<file path="src/rtl/conv_z_writeback.sv">
// -----------------------------------------------------------------------------
// conv_z_writeback
//
// Purpose:
//   Downstream stage of the convolution controller. Each Z result that the core
//   strobes on writez is captured into a small (addr,data) FIFO. The FIFO is then
//   drained to the shared result-memory write port through a req/gnt handshake.
//   The block counts committed results, flags sticky overflow, and raises done
//   once the core has finished and every queued result has been written.
//
// Ports:
//   clk        in   1          single clock, rising edge
//   rst        in   1          synchronous, active-high reset
//   start      in   1          job-start pulse (honoured in IDLE/DONE only)
//   writez     in   1          one-cycle strobe: z_addr/z_data valid
//   z_addr     in   ADDR_W     result index
//   z_data     in   DATA_W     accumulated result
//   core_done  in   1          core idle level; its rising edge ends the job
//   full       out  1          FIFO full; core must hold off writez
//   mem_req    out  1          write request (FIFO not empty)
//   mem_gnt    in   1          grant; write commits on mem_req && mem_gnt
//   mem_addr   out  ADDR_W     head-entry address (0 when empty)
//   mem_wdata  out  DATA_W     head-entry data (0 when empty)
//   wr_count   out  ADDR_W+1   results committed this job, saturating
//   overflow   out  1          sticky: writez seen while full in RUN
//   busy       out  1          job in progress (RUN or FLUSH)
//   done       out  1          job complete (DONE)
//
// State table:
//   state    | meaning
//   ---------+-------------------------------------------------------------
//   S_IDLE   | after reset, waiting for first start
//   S_RUN    | core running; results accepted and drained
//   S_FLUSH  | core finished; draining remaining results, writez ignored
//   S_DONE   | all results written; waiting for next start
// -----------------------------------------------------------------------------
module conv_z_writeback #(
  parameter int DATA_W = 32,
  parameter int ADDR_W = 6,
  parameter int DEPTH  = 4
) (
  input  logic              clk,
  input  logic              rst,
  input  logic              start,
  input  logic              writez,
  input  logic [ADDR_W-1:0] z_addr,
  input  logic [DATA_W-1:0] z_data,
  input  logic              core_done,
  output logic              full,
  output logic              mem_req,
  input  logic              mem_gnt,
  output logic [ADDR_W-1:0] mem_addr,
  output logic [DATA_W-1:0] mem_wdata,
  output logic [ADDR_W:0]   wr_count,
  output logic              overflow,
  output logic              busy,
  output logic              done
);

  localparam int PTR_W = $clog2(DEPTH);
  localparam int CNT_W = PTR_W + 1;
  localparam logic [CNT_W-1:0] CNT_FULL = CNT_W'(DEPTH);

  typedef enum logic [1:0] {
    S_IDLE  = 2'd0,
    S_RUN   = 2'd1,
    S_FLUSH = 2'd2,
    S_DONE  = 2'd3
  } state_t;

  state_t state_q, state_d;

  logic [ADDR_W-1:0] addr_mem [DEPTH];
  logic [DATA_W-1:0] data_mem [DEPTH];

  logic [PTR_W-1:0] rd_ptr_q, wr_ptr_q;
  logic [CNT_W-1:0] count_q, count_d;
  logic [ADDR_W:0]  wr_count_q;
  logic             overflow_q;
  logic             busy_q, done_q;
  logic             core_done_q;

  logic empty, full_int;
  logic start_ok, push, drop, pop, done_rise;

  // ---------------------------------------------------------------------------
  // Handshake decode
  // ---------------------------------------------------------------------------
  assign empty     = (count_q == '0);
  assign full_int  = (count_q == CNT_FULL);
  assign start_ok  = start && ((state_q == S_IDLE) || (state_q == S_DONE));
  // Push is decided on the pre-edge count, so a full FIFO rejects writez even
  // when the head is being popped in the same cycle.
  assign push      = writez && !full_int && (state_q == S_RUN);
  assign drop      = writez &&  full_int && (state_q == S_RUN);
  assign pop       = !empty && mem_gnt;
  assign done_rise = core_done && !core_done_q;

  always_comb begin
    count_d = count_q;
    unique case ({push, pop})
      2'b10:   count_d = count_q + CNT_W'(1);
      2'b01:   count_d = count_q - CNT_W'(1);
      default: count_d = count_q;
    endcase
  end

  // ---------------------------------------------------------------------------
  // FSM: next state
  // ---------------------------------------------------------------------------
  always_comb begin
    state_d = state_q;
    unique case (state_q)
      S_IDLE:  if (start)          state_d = S_RUN;
      S_RUN:   if (done_rise)      state_d = S_FLUSH;
      // Leave FLUSH on the edge that empties the FIFO, so done shows up the
      // cycle after the last grant.
      S_FLUSH: if (count_d == '0)  state_d = S_DONE;
      S_DONE:  if (start)          state_d = S_RUN;
      default:                     state_d = S_IDLE;
    endcase
  end

  // ---------------------------------------------------------------------------
  // FSM: state register and registered status
  // ---------------------------------------------------------------------------
  always_ff @(posedge clk) begin
    if (rst) begin
      state_q     <= S_IDLE;
      busy_q      <= 1'b0;
      done_q      <= 1'b0;
      core_done_q <= 1'b0;
    end else begin
      state_q     <= state_d;
      busy_q      <= (state_d == S_RUN) || (state_d == S_FLUSH);
      done_q      <= (state_d == S_DONE);
      core_done_q <= core_done;
    end
  end

  // ---------------------------------------------------------------------------
  // FIFO pointers, occupancy, commit counter, overflow flag
  // ---------------------------------------------------------------------------
  always_ff @(posedge clk) begin
    if (rst) begin
      rd_ptr_q   <= '0;
      wr_ptr_q   <= '0;
      count_q    <= '0;
      wr_count_q <= '0;
      overflow_q <= 1'b0;
    end else if (start_ok) begin
      rd_ptr_q   <= '0;
      wr_ptr_q   <= '0;
      count_q    <= '0;
      wr_count_q <= '0;
      overflow_q <= 1'b0;
    end else begin
      count_q <= count_d;
      if (push) begin
        wr_ptr_q <= wr_ptr_q + PTR_W'(1);
      end
      if (pop) begin
        rd_ptr_q <= rd_ptr_q + PTR_W'(1);
        if (!(&wr_count_q)) begin
          wr_count_q <= wr_count_q + (ADDR_W+1)'(1);
        end
      end
      if (drop) begin
        overflow_q <= 1'b1;
      end
    end
  end

  // Storage needs no reset: an entry is only visible once count covers it.
  always_ff @(posedge clk) begin
    if (push) begin
      addr_mem[wr_ptr_q] <= z_addr;
      data_mem[wr_ptr_q] <= z_data;
    end
  end

  // ---------------------------------------------------------------------------
  // Outputs
  // ---------------------------------------------------------------------------
  assign full      = full_int;
  assign mem_req   = !empty;
  // Head is gated to zero while empty so the port reads 0 after reset.
  assign mem_addr  = empty ? '0 : addr_mem[rd_ptr_q];
  assign mem_wdata = empty ? '0 : data_mem[rd_ptr_q];
  assign wr_count  = wr_count_q;
  assign overflow  = overflow_q;
  assign busy      = busy_q;
  assign done      = done_q;

endmodule

</file>
<file path="config.mk">
export PLATFORM = sky130hd
export DESIGN_NAME = conv_z_writeback
export DESIGN_NICKNAME = d
export VERILOG_FILES = /design/src/rtl/conv_z_writeback.sv
export SDC_FILE = /design/constraint.sdc
export NUM_CORES = 1
export LEC_CHECK = 0
export ABC_AREA = 1
export CAP_MARGIN = 20
export CORE_ASPECT_RATIO = 1.75
export CORE_MARGIN = 2
export CORE_UTILIZATION = 35
export DETAILED_ROUTE_END_ITERATION = 8
export DONT_BUFFER_PORTS = 1
export RECOVER_POWER = 50
export SLEW_MARGIN = 0
export SYNTH_ARGS = -nofsm -noshare
export SYNTH_HDL_FRONTEND = slang
export SYNTH_SLANG_ARGS = --single-unit
</file>
<file path="constraint.sdc">
create_clock -name clk -period 3.56 [get_ports clk]
set_input_delay 0.534 -clock clk [delete_from_list [all_inputs] [get_ports clk]]
set_output_delay 0.534 -clock clk [all_outputs]
set_load 0.01 [all_outputs]
</file>
Yosys cells after proc, flatten, opt, wreduce, memory -nomap -nowiden
Memory sizes are Yosys's and may differ from the RTL's. A register that Yosys moved wholly into a read port is not among the register bits.
Index checks and enable logic that the tools add are counted.
{"block": "classes", "n_addsub": 5, "n_eq_ne": 9, "muxes": 13, "bitwise": 1, "n_reduce_logical": 19}
{"cell": "$mux W32", "n": 1}
{"cell": "$mux W2", "n": 7}
{"cell": "$eq A2 B2 Y1 const B", "n": 5}
{"cell": "$add A7 B1 Y7 const B", "n": 1}
{"cell": "$logic_and A1 B1 Y1", "n": 7}
{"cell": "$reduce_and A7 Y1", "n": 1}
{"cell": "$eq A2 B1 Y1 const B", "n": 3}
{"cell": "$logic_not A3 Y1", "n": 2}
{"cell": "$mux W6", "n": 1}
{"cell": "$pmux W2 S3", "n": 1}
{"cell": "$pmux W3 S2", "n": 1}
{"cell": "$add A2 B1 Y2 const B", "n": 2}
{"cell": "$reduce_or A2 Y1", "n": 2}
{"cell": "$add A3 B1 Y3 const B", "n": 1}
{"cell": "$eq A3 B3 Y1 const B", "n": 1}
{"cell": "$logic_not A1 Y1", "n": 3}
{"cell": "$sub A3 B1 Y3 const B", "n": 1}
{"cell": "$logic_not A2 Y1", "n": 1}
{"cell": "$logic_or A1 B1 Y1", "n": 2}
{"cell": "$mux W1", "n": 2}
{"cell": "$reduce_and A2 Y1", "n": 1}
{"cell": "$not A1 Y1", "n": 1}
{"block": "totals", "regBits": 20, "ramBits": 152, "elab_cells": 58, "n_memories": 2}
{"name": "data_mem", "depth": 4, "width": 32, "rd": 1, "rd_ports_with_merged_regs": 1, "write_ports": 1, "line_no": "74", "rtl": "logic [DATA_W-1:0] data_mem [DEPTH];"}
{"name": "addr_mem", "depth": 4, "width": 6, "rd": 1, "rd_ports_with_merged_regs": 1, "write_ports": 1, "line_no": "73", "rtl": "logic [ADDR_W-1:0] addr_mem [DEPTH];"}

Logic depth before layout (Yosys ltp)
Gate-level depths: netlist of the first run.
{"block": "logic_depth", "depth_word": 11, "mapped_depth": 21, "ltp_nobuf": 21}

Worst setup path after synthesis of the first run
OpenSTA, ideal clock, no wires.
{"block": "synth_timing", "kind": "flip-flop to flip-flop", "start": "register state_q[0]", "end": "memory addr_mem[0][0] (enable)", "arrival_ns": 2.458, "t_required_ns": 3.127, "path_slack_ns": 0.669, "path_stages_with_launch": 6, "n_path_buf": 0, "period_less_slack_ns": 2.891, "cell_sequence": "dfxtp_1 ha_1 nand2_1 nor2_1 inv_2 nor2_1"}
{"block": "synth_between", "elab_chain_cells": 4}
{"item": "start: declaration", "line_no": "71", "rtl": "state_t state_q, state_d;"}
{"item": "start signal: assignment", "line_no": "134", "rtl": "state_q <= state_d;"}
{"item": "$eq A2 B1 Y1", "line_no": "94", "rtl": "assign push = writez && !full_int && (state_q == S_RUN);"}
{"item": "$logic_and A1 B1 Y1", "line_no": "94"}
{"item": "$mux W1", "line_no": "176", "rtl": "if (push) begin"}
{"item": "$mux W1 (implied by the code)", "line_no": "177", "rtl": "addr_mem[wr_ptr_q] <= z_addr;"}
{"item": "end: declaration", "line_no": "73"}
Every way passes these cells.

Worst setup path in the final report of the first run
{"block": "layout_timing", "start": "register count_q[2]", "end": "register busy_q (netlist: busy)"}
{"block": "layout_between", "elab_chain_cells": 11, "word_cells_on_any_way": 18, "cone_classes": "2 x add/sub; 5 x eq/ne; 3 x mux; 8 x reduce/logical"}
{"item": "start: declaration", "line_no": "77", "rtl": "logic [CNT_W-1:0] count_q, count_d;"}
{"item": "start signal: assignment", "line_no": "158", "rtl": "count_q <= count_d;"}
{"item": "$eq A3 B3 Y1 (*)", "line_no": "90", "rtl": "assign full_int = (count_q == CNT_FULL);"}
{"item": "named net full", "line_no": "49", "rtl": "output logic full,"}
{"item": "$logic_not A1 Y1 (*)", "line_no": "94"}
{"item": "$logic_and A1 B1 Y1 (*) (2 in a row)", "line_no": "94"}
{"item": "$eq A2 B1 Y1 / $eq A2 B2 Y1 (equally long branches)", "line_no": "101", "rtl": "unique case ({push, pop})"}
{"item": "$pmux W3 S2 (*)", "line_no": "101"}
{"item": "$logic_not A3 Y1 (*)", "line_no": "118", "rtl": "S_FLUSH: if (count_d == '0) state_d = S_DONE;"}
{"item": "$mux W2 (*)", "line_no": "118"}
{"item": "$pmux W2 S3 (*)", "line_no": "113", "rtl": "unique case (state_q)"}
{"item": "named net state_d[0]", "line_no": "71"}
{"item": "$eq A2 B1 Y1 / $eq A2 B2 Y1 (equally long branches)", "line_no": "135", "rtl": "busy_q <= (state_d == S_RUN) || (state_d == S_FLUSH);"}
{"item": "$logic_or A1 B1 Y1 (*)", "line_no": "135"}
{"item": "end signal: assignment", "line_no": "135"}
{"item": "end: declaration", "line_no": "80", "rtl": "logic busy_q, done_q;"}
Mark *: on every way through the listed nets, which the timed path passes. The rest lies on a longest branch.
A chain may end at the register's enable or synchronous reset.

==> results.py, run 1 <==
metrics = {
    "run_status": {
        "run_status": "completed",
    },
    "drt": {
        "final_antenna_net_count": 0,
        "vias": 4372,
        "drtIter0Drc": 210,
        "drt_wl_total_mm": 15.2,
        "post-route-drc-count": 0,
        "detail_route.first_pass.iterations": 4,
        "detail_route.vias_per_cell": 5.10,
        "wl_per_cell_um": 17.7,
    },
    "global_routing": {
        "first_global_vias": 4558,
        "grt_pass1_wl_mm": 23.8,
        "grt.overflow.total": 0,
        "initial_antenna_violation_count": 0,
        "groute.usage.overall_pct": 14.8,
        "grt_max_degree": 77,
    },
    "pwr": {
        "intPower_uw": 3560,
        "share_comb_of_total_power_pct": 13.6,
        "power.clock.fraction_pct": 36.7,
        "power_density_nw_per_um2": 619,
        "power.ir.vdd_worst_uv": 343,
        "share_seq_of_total_power_pct": 49.7,
        "power.total_uw": 4850,
        "power.leakage_uw": 0.00264,
        "power.net_switching_uw": 1290,
        "netSwitchingFraction_pct": 26.6,
    },
    "logic_synthesis": {
        "synth_area_um2": 6990,
        "postSynthNetCount": 656,
        "synth_flop_cell": "sky130_fd_sc_hd__edfxtp_1",
        "adder_and_majority_gate_portion_of_the_synthesized_area_pct": 2.08,
        "yosysSeqAreaShare_pct": 71.6,
        "synth.yosys.warnings": 0,
        "netlist.top_cell.by_area": "sky130_fd_sc_hd__edfxtp_1",
        "post_synth_mux_area_share_pct": 0,
        "post-synth-top-count-cell": "sky130_fd_sc_hd__nor2_1",
        "synth_cell_types": 29,
        "ys_top_cells_by_area": "sky130_fd_sc_hd__edfxtp_1 (65%), sky130_fd_sc_hd__nor2_1 (9.3%), sky130_fd_sc_hd__dfxtp_1 (6.3%)",
        "synthArstFlopShare_pct": 0,
        "yosys.area_share.simple_pct": 12.4,
        "synth_commonest_cells": "sky130_fd_sc_hd__nor2_1 (173), sky130_fd_sc_hd__edfxtp_1 (152), sky130_fd_sc_hd__o21ai_0 (84)",
        "netlist.area_leader.share_pct": 65.3,
        "ys_ff_latch": 174,
        "number_of_enable_type_register_cells_in_the_synthesized_netlist": 152,
        "largest_family_of_logic_cells_by_synthesized_area": "simple AND/OR/NAND/NOR gates",
        "synth_area_per_cell_um2": 11.6,
        "xor_xnor_fraction_of_synth_area_pct": 0.251,
        "synth_compound_gate_area_share_pct": 9.92,
        "post_synth_inst_count": 601,
    },
    "layout": {
        "post_route_cells_drive_above_1_share_pct": 9.30,
        "fin_nets": 656,
        "num_antenna_cells": 0,
        "finish.instance_area_um2": 7830,
        "areaGrowthSynthToFinish_pct": 12.0,
        "multi_input_comb_area_um2": 1750,
        "area.sequential_um2": 5010,
        "layout.cells.non_filler": 858,
        "filler_cell_count": 1806,
    },
    "cts": {
        "clk_pin_slew_worst_paths_ps": 70,
        "cts_tree": "yes",
        "clockRootBuffer": "sky130_fd_sc_hd__clkbuf_16",
        "worst_skew_late_latency_ps": 420,
        "cts_resized": 0,
        "tritoncts_num_sinks": 174,
        "cts_hold_repair.buffers": 0,
        "cts_buffer_depth": 2,
        "h-tree-depth": 4,
        "cts_made_buffers": 17,
        "post_cts_buffers": 0,
    },
    "die": {
        "die_area_um2": 21200,
        "core_area_um2": 19700,
        "die_width_um": 111,
        "initial_core_util_pct": 35.6,
        "boundaryPins": 94,
        "rows": 68,
        "die_h_um": 191,
    },
    "sta": {
        "worst-slew-pin-transition_ps": 1170,
        "fin_tns_setup_ps": 0,
        "timing.max_slew.rel_slack_pct": 22.1,
        "layout_worst_path_cycle_share_pct": 86.3,
        "final_skew_ps": 12.5,
        "maxClockFrequency_mhz": 326,
        "final_max_slew_viol_count": 0,
        "final_hold_viol_count": 0,
        "fin_hold_ws_ps": 171,
        "fin_crit_ps": 3070,
        "rsz0062_at_grt": "false",
        "setup_viol": 0,
    },
    "setup_path": {
        "worstReg2RegStart": "count_q[2]$_SDFF_PP0_",
        "timing.critical_path.depth": 18,
        "critical_path.startpoint_type": "register",
        "worst_ep_required_time_ps": 3890,
        "critical-path-top-delay-family": "adder cells",
        "r2r_end": "busy$_SDFF_PP0_",
        "critPathCaptureType": "register",
        "r2r_cells": 18,
        "worst_path_largest_cell_delay_ps": 440,
        "criticalPathCategory": "reg -> reg",
        "slowest_stage": "sky130_fd_sc_hd__fa_1",
        "cp.buffers_inverters": 5,
        "cp_max_fo": 7,
        "startpoint": "count_q[2]$_SDFF_PP0_",
        "critical_path.endpoint": "busy$_SDFF_PP0_",
        "reg2reg_slack_ps": 490,
        "timing.critical_path.arrival_ps": 3400,
        "cp_cell_instances": "inv_1 > nor3_2 > nor2_1 > inv_2 > ha_1 > inv_1 > fa_1 > o21ai_0 > nor2_1 > nand3_1 > nand2_1 > nand2_1 > nand2_1 > nand2_1 > inv_1 > ha_1 > inv_1 > nor2_1",
    },
    "placed_design": {
        "dp.final_hpwl_mm": 8.86,
        "rd_place_congestion": 0.786,
        "dpl-instance-area_um2": 7260,
        "post-place-cells": 827,
        "io_buffer_count": 0,
    },
    "min_path": {
        "timing.hold.worst.class": "in -> reg",
    },
    "job": {
        "cap_viol_max_count": 0,
    },
}
-- cells in the final DEF (no fill, tap or decap), types with 2 or more instances in the layout --
cell type	n
sky130_fd_sc_hd__clkinvlp_4	5
sky130_fd_sc_hd__nand3_1	4
sky130_fd_sc_hd__nand2_1	27
sky130_fd_sc_hd__nor2_1	169
sky130_fd_sc_hd__inv_2	3
sky130_fd_sc_hd__nor2_4	5
sky130_fd_sc_hd__dfxtp_2	2
sky130_fd_sc_hd__clkinv_2	2
sky130_fd_sc_hd__edfxtp_1	152
sky130_fd_sc_hd__clkinv_4	3
sky130_fd_sc_hd__o21ai_0	84
sky130_fd_sc_hd__inv_1	30
sky130_fd_sc_hd__ha_1	10
sky130_fd_sc_hd__bufinv_16	2
sky130_fd_sc_hd__clkbuf_16	17
sky130_fd_sc_hd__buf_4	9
sky130_fd_sc_hd__xor2_1	2
sky130_fd_sc_hd__a21oi_1	51
sky130_fd_sc_hd__nor3_2	2
sky130_fd_sc_hd__dfxtp_1	20
-- registers in the layout, summed over array words and instances, names as in the netlist, named ones only --
register / count
busy: 1
rd_ptr_q: 2
done: 1
wr_count: 7
data_mem: 128
count_q: 3
wr_ptr_q: 2
overflow: 1
addr_mem: 24
state_q: 2
core_done_q: 1
-- layout make-up --
cell class	count	area share (%)
well taps	245	3.91
flip-flops and latches	174	63.9
multi-input cells	365	22.3
clock inverters	13	1.82
inverters	33	1.58
repair buffers	10	0.927
clock buffers	18	5.48
-- cell families (layout without fill, tap and decap cells) --
group           after synthesis  count (layout)
flops                       174             174
fa+ha+maj                    11              11
xor+xnor                      2               2
buf+inv                      62              74
compound gates              137             137
simple gates                215             215
-- metal layers --
layer / part of all wire [%] / global-route usage, % / vias up
li1: - / - / 2074
met1: 37 / 14.4 / 2182
met2: 55 / 27.9 / 98
met3: 5.7 / 4.91 / 18
met4: 1.7 / 7.16 / 0
met5: 0 / 0 / -
-- power by group through the flow --
| stage | clock [µW] | combinational (µW) | sequential (µW) |
|---|---|---|---|
| 2_1_floorplan | 0 | 494 | 2440 |
| 3_3_place_gp | 0 | 642 | 2450 |
| 3_5_place_dp | 0 | 672 | 2450 |
| 4_1_cts | 1840 | 673 | 2410 |
| 5_1_grt | 1920 | 752 | 2420 |
| 6_report | 1780 | 661 | 2410 |
-- per-stage QoR --
stage	setup slack, ps	utilization [%]
after floorplan	669	-
after global placement	728	37.0
after detailed placement	535	37.0
after CTS	517	39.9
after global routing	248	39.9
final	488	39.9
-- how the worst min path moves through the flow --
stage / slack [ps] / start / cells past startpoint / endpoint
after CTS: 140 / rst / 1 / done$_SDFF_PP0_
after global routing: 140 / rst / 1 / state_q[1]$_SDFF_PP0_
after detailed placement: 450 / rd_ptr_q[1]$_SDFFE_PP0P_ / 2 / register
final: 170 / rst / 1 / state_q[1]$_SDFF_PP0_
after global placement: 450 / rd_ptr_q[0]$_SDFFE_PP0P_ / 1 / rd_ptr_q[0]$_SDFFE_PP0P_
after floorplan: 440 / rd_ptr_q[1]$_SDFFE_PP0P_ / 2 / register
Power figures use the tool's default switching activity.
==> run 2, diff against run 1 <==
--- a/config.mk
+++ b/config.mk
@@ -12,7 +12,7 @@
 export CORE_UTILIZATION = 35
 export DETAILED_ROUTE_END_ITERATION = 8
 export DONT_BUFFER_PORTS = 1
-export RECOVER_POWER = 50
+export RECOVER_POWER = 25
 export SLEW_MARGIN = 0
 export SYNTH_ARGS = -nofsm -noshare
 export SYNTH_HDL_FRONTEND = slang
==> run 2 against run 1 <==
Clock-buffer cell count stayed put. Clock skew did not move. Combinational power about the same. Critical path depth unchanged. Sequential power about the same. Hold slack about the same. Total power about the same. Maximum frequency about the same. Clock power about the same. Wire length about the same. Design area is essentially flat. Core utilization hardly changed. Largest cell class unchanged. Largest power group unchanged. Highest routed layer unchanged.
==> results.py, run 2 (synthesis results as in run 1) <==
metrics = {
    "setup_path": {
        "criticalPathCategory": "reg -> reg",
        "r2r_cells": 18,
        "reg2reg_slack_ps": 490,
        "worst_path_largest_cell_delay_ps": 440,
        "cp_max_fo": 7,
        "critical-path-top-delay-family": "adder cells",
        "r2r_end": "busy$_SDFF_PP0_",
        "worst_ep_required_time_ps": 3890,
        "startpoint": "count_q[2]$_SDFF_PP0_",
        "cp_cell_instances": "inv_1 > nor3_2 > nor2_1 > inv_2 > ha_1 > inv_1 > fa_1 > o21ai_0 > nor2_1 > nand3_1 > nand2_1 > nand2_1 > nand2_1 > nand2_1 > inv_1 > ha_1 > inv_1 > nor2_1",
        "slowest_stage": "sky130_fd_sc_hd__fa_1",
        "cp.buffers_inverters": 5,
        "timing.critical_path.arrival_ps": 3400,
        "critPathCaptureType": "register",
        "critical_path.startpoint_type": "register",
        "worstReg2RegStart": "count_q[2]$_SDFF_PP0_",
    },
    "layout": {
        "num_antenna_cells": 0,
        "postLayoutCoreUtil_pct": 39.9,
        "post_route_cells_drive_above_1_share_pct": 9.30,
        "fin_nets": 656,
        "registers.top_by_ff_count": "data_mem",
        "layout.cells.most_common": "sky130_fd_sc_hd__nor2_1",
        "highest_count_cells_in_the_layout_ignoring_fill_and_taps": "sky130_fd_sc_hd__nor2_1 (169), sky130_fd_sc_hd__edfxtp_1 (152), sky130_fd_sc_hd__o21ai_0 (84)",
        "finish.instance_area_um2": 7840,
        "layout.cells.non_filler": 858,
        "areaGrowthSynthToFinish_pct": 12.1,
        "filler_cell_count": 1806,
        "largest_register_ffs": 128,
    },
    "drt": {
        "drtIter0Drc": 210,
        "wl_per_cell_um": 17.7,
        "vias": 4376,
        "final_antenna_net_count": 0,
        "detail_route.first_pass.iterations": 4,
        "post-route-drc-count": 0,
        "detail_route.vias_per_cell": 5.10,
        "drt_wl_total_mm": 15.2,
    },
    "cts": {
        "cts_tree": "yes",
        "worst_skew_late_latency_ps": 420,
        "tritoncts_num_sinks": 174,
        "h-tree-depth": 4,
        "clk_pin_slew_worst_paths_ps": 70,
        "cts_resized": 0,
        "post_cts_buffers": 0,
        "clockRootBuffer": "sky130_fd_sc_hd__clkbuf_16",
        "cts_hold_repair.buffers": 0,
        "cts_buffer_depth": 2,
        "cts_made_buffers": 17,
    },
    "die": {
        "die_area_um2": 21200,
        "core_area_um2": 19700,
        "rows": 68,
        "initial_core_util_pct": 35.6,
        "die_width_um": 111,
        "boundaryPins": 94,
        "die_h_um": 191,
    },
    "global_routing": {
        "initial_antenna_violation_count": 0,
        "grt.overflow.total": 0,
        "groute.usage.overall_pct": 14.8,
        "grt_max_degree": 77,
        "grt_pass1_wl_mm": 23.8,
        "first_global_vias": 4558,
    },
    "sta": {
        "rsz0062_at_grt": "false",
        "maxClockFrequency_mhz": 325,
        "fin_crit_ps": 3070,
        "setup_viol": 0,
        "final_skew_ps": 12.5,
        "timing.max_slew.rel_slack_pct": 43.3,
        "final_hold_viol_count": 0,
        "final_max_slew_viol_count": 0,
        "fin_tns_setup_ps": 0,
        "layout_setup_ws_ps": 487,
        "worst-slew-pin-transition_ps": 851,
        "layout_worst_path_cycle_share_pct": 86.3,
    },
    "pwr": {
        "power_density_nw_per_um2": 619,
        "power.ir.vdd_worst_uv": 342,
        "share_comb_of_total_power_pct": 13.7,
        "netSwitchingFraction_pct": 26.6,
        "intPower_uw": 3560,
        "power.net_switching_uw": 1290,
        "share_seq_of_total_power_pct": 49.7,
        "power.clock.fraction_pct": 36.7,
        "power.leakage_uw": 0.00264,
    },
    "placed_design": {
        "dp.final_hpwl_mm": 8.86,
        "io_buffer_count": 0,
        "post-place-cells": 827,
        "dpl-instance-area_um2": 7260,
        "place_ws_ps": 535,
        "rd_place_congestion": 0.786,
    },
    "min_path": {
        "timing.hold.worst.class": "in -> reg",
        "worstHoldEndpoint": "state_q[1]$_SDFF_PP0_",
        "worstHoldStart": "rst",
        "worst_hold_path.num_cells": 1,
    },
    "run_status": {
        "run_status": "completed",
    },
    "job": {
        "cap_viol_max_count": 0,
    },
}
## run 2: final cells by class
cell class | instances | area (µm²) | area share [%]
clock inverter | 13 | 143 | 1.82
clock buffer | 18 | 429 | 5.48
multi-input combinational | 365 | 1750 | 22.3
inverter | 33 | 124 | 1.58
tap | 245 | 307 | 3.91
sequential | 174 | 5010 | 63.9
timing repair buffer | 10 | 75.1 | 0.958
## run 2: worst max path at each step
| stage | slack [ps] | cells after the start | endpoint |
|---|---|---|---|
| finish | 490 | 18 | busy$_SDFF_PP0_ |
| global route | 250 | 18 | busy$_SDFF_PP0_ |
| CTS | 520 | 18 | busy$_SDFF_PP0_ |
| detailed placement | 530 | 18 | busy$_SDFF_PP0_ |
| global placement | 730 | 18 | busy$_SDFF_PP0_ |
| floorplan | 670 | 5 | addr_mem[0][0]$_DFFE_PP_ |
## run 2: power groups by stage
stage	Combinational [µW]	Sequential, µW	Clock, µW
3_5_place_dp	672	2450	0
5_1_grt	754	2420	1920
3_3_place_gp	642	2450	0
4_1_cts	673	2410	1840
6_report	663	2410	1780
2_1_floorplan	494	2440	0
## run 2: per-stage QoR
step | total power (µW) | hold WS (ps)
3_3_place_gp | 3090 | 453
5_1_grt | 5090 | 144
4_1_cts | 4920 | 141
3_5_place_dp | 3120 | 454
6_report | 4850 | 171
2_1_floorplan | 2940 | 436
## run 2: metal layers
layer	wire [µm]	share of wire, %	GRT usage [%]
met3	865	5.7	4.91
met4	262	1.7	7.16
met2	8420	55	27.9
met5	0	0	0
met1	5640	37	14.4
